--- config.mk ---
export PLATFORM = sky130hd
export DESIGN_NAME = mem_stage_lsu
export DESIGN_NICKNAME = d
export VERILOG_FILES = /design/src/rtl/mem_stage_lsu.sv
export SDC_FILE = /design/constraint.sdc
export NUM_CORES = 1
export LEC_CHECK = 0
export CORE_ASPECT_RATIO = 1.25
export CORE_UTILIZATION = 30
export DETAILED_ROUTE_END_ITERATION = 7
export GPL_TIMING_DRIVEN = 0
export PLACE_DENSITY = 0.55
export SETUP_SLACK_MARGIN = 0.4
export SYNTH_ARGS = -nofsm -noshare
export SYNTH_HDL_FRONTEND = slang
export SYNTH_SLANG_ARGS = --single-unit
--- constraint.sdc ---
create_clock -name clk -period 8.65 [get_ports clk]
set_input_delay 2.1625 -clock clk [delete_from_list [all_inputs] [get_ports clk]]
set_output_delay 2.1625 -clock clk [all_outputs]
set_load 0.05 [all_outputs]
--- src/rtl/mem_stage_lsu.sv ---
// Memory-stage load/store unit: turns EX/MEM load/store controls into a registered
// req/ack data-memory transaction, stalling the pipeline until it completes.
module mem_stage_lsu #(
  parameter int TIMEOUT_CYCLES = 255
) (
  input  logic        clk,
  input  logic        reset,
  input  logic        MemReadM,
  input  logic        MemWriteM,
  input  logic [2:0]  Funct3M,
  input  logic [31:0] ALUResultM,
  input  logic [31:0] WriteDataM,
  output logic [31:0] ReadDataM,
  output logic        StallM,
  output logic        LoadMisalignM,
  output logic        StoreMisalignM,
  output logic        AccessFaultM,
  output logic        dmem_req,
  output logic        dmem_we,
  output logic [31:0] dmem_addr,
  output logic [31:0] dmem_wdata,
  output logic [3:0]  dmem_be,
  input  logic        dmem_ack,
  input  logic [31:0] dmem_rdata,
  output logic [1:0]  fsm_state
);

  // Bus handshake: dmem_req rises one cycle after IDLE accepts an access and stays
  // high with a stable payload until dmem_ack is sampled high (or the timeout fires).
  typedef enum logic [1:0] {IDLE = 2'd0, WAIT = 2'd1, DONE = 2'd2} state_t;

  localparam logic [15:0] TO_LAST = 16'(TIMEOUT_CYCLES - 1);

  state_t      state_q, state_d;
  logic        access, legal, aligned;
  logic        start, ack_hit, timeout;
  logic [3:0]  be_d;
  logic [31:0] wdata_d;
  logic [2:0]  f3_q;
  logic [1:0]  off_q;
  logic [15:0] cnt_q;
  logic        timed_out_q;

  assign fsm_state = state_q;
  assign access    = MemReadM | MemWriteM;

  function automatic logic [31:0] fmt_load(input logic [2:0] f3, input logic [1:0] off,
                                           input logic [31:0] w);
    logic [31:0] sh;
    logic [7:0]  b;
    logic [15:0] h;
    sh = w >> {off, 3'b000};
    b  = sh[7:0];
    h  = off[1] ? w[31:16] : w[15:0];
    case (f3)
      3'b000:  fmt_load = {{24{b[7]}}, b};
      3'b001:  fmt_load = {{16{h[15]}}, h};
      3'b100:  fmt_load = {24'b0, b};
      3'b101:  fmt_load = {16'b0, h};
      default: fmt_load = w;
    endcase
  endfunction

  always_comb begin
    if (MemWriteM) legal = Funct3M inside {3'b000, 3'b001, 3'b010};
    else           legal = Funct3M inside {3'b000, 3'b001, 3'b010, 3'b100, 3'b101};
    case (Funct3M[1:0])
      2'b01:   aligned = ~ALUResultM[0];
      2'b10:   aligned = (ALUResultM[1:0] == 2'b00);
      default: aligned = 1'b1;
    endcase
    be_d    = 4'b1111;
    wdata_d = 32'b0;
    if (MemWriteM) begin
      case (Funct3M[1:0])
        2'b00: begin
          be_d    = 4'b0001 << ALUResultM[1:0];
          wdata_d = {4{WriteDataM[7:0]}};
        end
        2'b01: begin
          be_d    = ALUResultM[1] ? 4'b1100 : 4'b0011;
          wdata_d = {2{WriteDataM[15:0]}};
        end
        default: wdata_d = WriteDataM;
      endcase
    end
  end

  always_ff @(posedge clk or posedge reset) begin
    if (reset) state_q <= IDLE;
    else       state_q <= state_d;
  end

  always_comb begin
    state_d        = state_q;
    StallM         = 1'b0;
    LoadMisalignM  = 1'b0;
    StoreMisalignM = 1'b0;
    AccessFaultM   = 1'b0;
    start          = 1'b0;
    ack_hit        = 1'b0;
    timeout        = 1'b0;
    case (state_q)
      IDLE: begin
        if (access) begin
          if ((MemReadM & MemWriteM) | ~legal) begin
            AccessFaultM = 1'b1;
          end else if (!aligned) begin
            LoadMisalignM  = MemReadM;
            StoreMisalignM = MemWriteM;
          end else begin
            start   = 1'b1;
            StallM  = 1'b1;
            state_d = WAIT;
          end
        end
      end
      WAIT: begin
        StallM = 1'b1;
        if (dmem_ack) begin
          ack_hit = 1'b1;
          state_d = DONE;
        end else if (cnt_q == TO_LAST) begin
          timeout = 1'b1;
          state_d = DONE;
        end
      end
      DONE: begin
        // EX/MEM still holds the finished instruction here, so never restart it.
        AccessFaultM = timed_out_q;
        state_d      = IDLE;
      end
      default: state_d = IDLE;
    endcase
    if (reset) begin
      StallM         = 1'b0;
      LoadMisalignM  = 1'b0;
      StoreMisalignM = 1'b0;
      AccessFaultM   = 1'b0;
    end
  end

  always_ff @(posedge clk or posedge reset) begin
    if (reset) begin
      dmem_req    <= 1'b0;
      dmem_we     <= 1'b0;
      dmem_addr   <= 32'b0;
      dmem_wdata  <= 32'b0;
      dmem_be     <= 4'b0;
      ReadDataM   <= 32'b0;
      f3_q        <= 3'b0;
      off_q       <= 2'b0;
      cnt_q       <= 16'b0;
      timed_out_q <= 1'b0;
    end else begin
      if (start) begin
        dmem_req   <= 1'b1;
        dmem_we    <= MemWriteM;
        dmem_addr  <= {ALUResultM[31:2], 2'b00};
        dmem_wdata <= wdata_d;
        dmem_be    <= be_d;
        f3_q       <= Funct3M;
        off_q      <= ALUResultM[1:0];
        cnt_q      <= 16'b0;
      end
      if (state_q == WAIT) cnt_q <= cnt_q + 16'd1;
      if (ack_hit) begin
        dmem_req  <= 1'b0;
        ReadDataM <= dmem_we ? 32'b0 : fmt_load(f3_q, off_q, dmem_rdata);
      end
      if (timeout) begin
        dmem_req    <= 1'b0;
        ReadDataM   <= 32'b0;
        timed_out_q <= 1'b1;
      end
      if (state_q == DONE) begin
        cnt_q       <= 16'b0;
        timed_out_q <= 1'b0;
      end
    end
  end

endmodule

### Yosys cells after proc, flatten, opt, wreduce, memory -nomap -nowiden

Cells that the tools add are included.

* output and inout bits: 108
* register bits: 124
* input port bits: 104
* memories kept: 0
* bits in read-only memories: 0
* RAM bits: 0
* bits in latches: 0
* word-level logic and storage cells: 98

* bitwise logic cells: 5
* multipliers: 0
* equal/unequal tests: 16
* muxes and demuxes: 51
* div/mod/pow operators: 0
* add/subtract/negate cells: 1
* order comparisons: 0
* reductions and logical operators: 12
* shift-type cells: 2

Operator list (count)
* 32-bit 2-to-1 mux: 4
* 32-bit case mux with 4 select lines: 1
* 16-bit 2-to-1 mux: 4
* 32-bit case mux with 2 select lines: 1
* 32-bit by 5-bit right shift with 8-bit output: 1
* 1-bit 2-to-1 mux: 29
* 16-bit by 1-bit adder with 16-bit output, second input constant: 1
* 16-bit by 8-bit equality test with 1-bit output, second input constant: 1
* 3-bit equality test, second input constant: 4
* 2-bit 2-to-1 mux: 5
* 3-bit nonzero test: 3
* 4-bit 2-to-1 mux: 2
* 4-bit case mux with 2 select lines: 1
* 3-bit by 1-bit equality test with 1-bit output, second input constant: 2
* 2-bit logical NOT: 3
* 3-bit logical NOT: 2
* 2-bit inequality test, second input constant: 3
* 1-bit case mux with 2 select lines: 3
* 5-bit nonzero test: 1
* 2-bit by 1-bit equality test with 1-bit output, second input constant: 2
* 2-bit equality test, second input constant: 2
* 2-bit case mux with 2 select lines: 1
* 4-bit AND reduction: 1
* 2-bit nonzero test: 2
* 6 further kinds: 8

### Logic depth before layout (Yosys ltp)

* depth in word-level cells: 11
* mapped depth: 9
* gate-level depth less buffers: 6

### Worst setup path before layout

Ideal clock, no wire load.

* path kind: input port to output port
* start: in reset
* end: out LoadMisalignM
* stages on the path: 4
* path buffers: 0
* arrival time: 5.587 ns
* required time: 6.488 ns
* slack: 0.901 ns
* cell sequence: inv_1 > nand2_1 > nor4_1 > and2_1

* word-level cells in the longest chain between the ends: 1

Ends and longest elaborated chain
* start: declaration: RTL line 7 `input logic reset,`
* 1-bit 2-to-1 mux: RTL line 135 `if (reset) begin`
* end: declaration: RTL line 15 `output logic LoadMisalignM,`

Every way passes these cells.

### Worst setup path after layout

* start: in Funct3M[0]
* end: out AccessFaultM

* word-level cells in the longest chain between the ends: 9
* elaborated cells on any way between the ends: 14
* those cells by class: eq/ne: 4; mux: 5; bitwise: 2; reduce/logical: 3

Ends and longest elaborated chain
* start: declaration: RTL line 10 `input logic [2:0] Funct3M,`
* 3-bit by 1-bit equality test with 1-bit output (tied with other cells): RTL line 65, 66
* 5-bit nonzero test or 3-bit nonzero test (tied branches): RTL line 66, 65
* 1-bit 2-to-1 mux *: RTL line 65 `if (MemWriteM) legal = Funct3M inside {3'b000, 3'b001, 3'b010};`
* 1-bit NOT *: RTL line 106 `if ((MemReadM & MemWriteM) | ~legal) begin`
* 1-bit bitwise OR *: RTL line 106
* 1-bit 2-to-1 mux *: RTL line 106
* 1-bit 2-to-1 mux *: RTL line 105 `if (access) begin`
* 1-bit case mux with 2 select lines *: RTL line 103 `case (state_q)`
* 1-bit 2-to-1 mux *: RTL line 135
* end: declaration: RTL line 17 `output logic AccessFaultM,`

Every way passes the cells marked *; elsewhere a longest branch is shown, timed or not.

==> flow_summary.ini <==
[route]
first_iter_violations = 212
drc = 0
vias = 5417
wl_per_cell_um = 17.9
wl_um = 19200
drt_pass1_iterations = 4
avgViaCountPerCell = 5.06
ant_nets = 0

[timing]
fin_skew_ps = 7.56
period_needed_ps = 7150
finalHoldViolCount = 0
worst_pin_slew_ps = 1180
slew_viol_final = 0
finalSetupViolCount = 0
whs_ps = 489
fmax_mhz = 140
rsz0062_at_grt = no
relSlewSlack_pct = 20.8
min_period_over_period_pct = 82.6
setup_slack_ps = 1500

[min_path]
hold_path_class = flip-flop to flip-flop
min_from = ReadDataM[7]$_DFFE_PP0N_

[clock_network]
cts-resized-gates = 0
clock-root-buffer = clkbuf_16
clk_pin_slew_ps = 60
cts.sinks = 124
cts_tree = done
clk_path_buf_depth = 2
cts-hold-fix-buffers = 0
cts_setup_buffers = 0
clkLatencyLatePin_ps = 410
htree_levels = 4
numCtsBuffers = 17

[global_route]
overflow = 0
antenna_found_initial = 0
grt_first_pass_wirelength_um = 30600
track_usage_pct = 18.1
first_global_vias = 5682
grt_max_degree = 75

[synth]
yosys-top-cells-area = dfrtp_1, mux2_4, a22o_1, a221o_1, nor2_1
synth_seq_cells = 124
synth_ff_type = dfrtp_1
yosysTopAreaCell = dfrtp_1
yosysWarnings = 0
synth.cell_area_mm2 = 0.00637
post_synth_inst_count = 556
synth_seq_area_share_pct = 48.7
netlist.area_leader.share_pct = 48.7
async_flop_share_pct = 100
syn_avg_cell_area_um2 = 11.5
netlist-cell-type-count = 57
synth_edf_count = 0

[outcome]
outcome = finished, final reports clean

[layout]
syn2layout_area_growth_pct = 48.0
drive_above_1_share_pct = 14.4
final_cell_area_mm2 = 0.00943
num_antenna_cells = 0
fill_cells = 1917
nets = 895

[worst_setup_path]
start_kind = input port
path_class = input port to output port
crit_start = Funct3M[0]
r2r-start = fsm_state[1]$_DFFE_PP0P_
worst_ep_required_time_ps = 6490
endpoint_kind = output port
arrival_ps = 4990
cp_max_fo = 10

[floorplan]
die_area_mm2 = 0.0218
core_mm2 = 0.0208
initial_core_util_pct = 30.6
die-width_um = 132
num_rows = 59
fp.dieH_um = 165
pin_count = 212

[placement]
port_buffers = 209
gp_congestion = 0.845
dp_worst_setup_slack_ps = 1430
dpl.hpwl_um = 14400
post_dp_cell_area_mm2 = 0.00884

[run]
drv_cap = 0

[power_and_ir_drop]
ir_worst_vdd_uv = 177
power_w = 0.00332
leakage_nw = 4.16
powerDensity_mw_per_mm2 = 352
metrics by stage:
stage	TNS, ps	instances	util (%)
finish	0	1071	45.3
global route	0	1071	45.3
CTS	0	1071	45.3
detailed placement	0	1041	42.5
global placement	-2630	1040	42.3
floorplan	0	557	-
report_power, final:
part           internal (W)  switching (W)  total, W
Combinational      0.000650        0.00102   0.00167
Sequential         0.000791       0.000140  0.000931
Clock              0.000457       0.000263  0.000719
Total               0.00190        0.00142   0.00332
cells in the final DEF, fill, tap and decap left out, types with 4 or more instances in the layout:
master and count:
ha_1 5, nand2_1 39, nor4_1 8, a21boi_0 10
mux2i_1 7, and2_1 4, nand3_1 6, a211o_1 6
nor3_1 9, dfrtp_1 124, o21ai_0 32, a221o_1 18
o2bb2ai_1 11, nor2_1 45, nor3b_1 5, o211ai_1 4
inv_1 15, a21o_1 4, o31ai_1 15, nor2b_1 9
buf_6 7, a21oi_1 4, mux2_4 59, a22o_1 22
clkdlybuf4s50_1 209, xnor2_1 5, xor2_1 4, mux2_2 4
clkbuf_16 17, clkbuf_1 28
cell type report:
cell class,instances,area [µm²],area share (%)
sequential,124,3100,32.9
multi-input combinational,377,3000,31.8
timing repair buffer,210,2120,22.5
buffer,40,213,2.25
clock inverter,11,145,1.54
inverter,16,65.1,0.690
clock buffer,19,443,4.70
tap,274,343,3.63
registers in the layout, indices dropped and copies added (netlist names), 2 cells and up:
register,cells
f3_q,3
dmem_wdata,32
off_q,2
cnt_q,16
ReadDataM,32
dmem_be,4
dmem_addr,30
fsm_state,2
cell usage after synthesis (6+ instances only):
library cell	instances
inv_1	16
mux2_4	59
a221o_1	18
dfrtp_1	124
mux2i_1	7
nor2b_1	9
o31ai_1	15
nor2_1	45
a211o_1	6
nor4_1	8
nor3_1	9
a22o_1	22
o2bb2ai_1	11
nand2_1	39
buf_6	7
clkbuf_1	27
o21ai_0	32
nand3_1	6
a21boi_0	10
critical path, stage by stage:
cell and delay, ps:
clkdlybuf4s50_1 510, inv_1 80, ha_1 240, nor3_1 270, a221o_1 210, clkbuf_1 380
a22oi_1 130, nor3_1 180, clkdlybuf4s50_1 830
kinds of logic after synthesis:
group	after synthesis	share of synthesized area [%]
other	1	0.0588
adders and majority gates	5	0.982
and+or+nand+nor	144	11.2
DFF	124	48.7
AOI/OAI and AO/OA	146	17.5
buffers and inverters	56	4.28
muxes	71	16.1
xor gates and xnor gates	9	1.24
path summary, 6_finish.rpt:
kind                                              endpoint  slack [ps]  cells past startpoint
worst max-delay path                          AccessFaultM        1500                      9
min in group asynchronous       dmem_wdata[22]$_DFFE_PP0P_        2210                      2
max in group asynchronous        ReadDataM[18]$_DFFE_PP0N_        5700                      3
worst max register to register   ReadDataM[18]$_DFFE_PP0N_        6140                      5
worst min-delay path              ReadDataM[7]$_DFFE_PP0N_         490                      1
worst min register to register    ReadDataM[7]$_DFFE_PP0N_         490                      1
metal layers:
metal / wire (µm) / track usage, %
met1: 7990 / 22.1
met2: 9350 / 30.2
met3: 1470 / 4.97
met4: 374 / 7.11
met5: 0 / 0
Power figures use the tool's default switching activity.
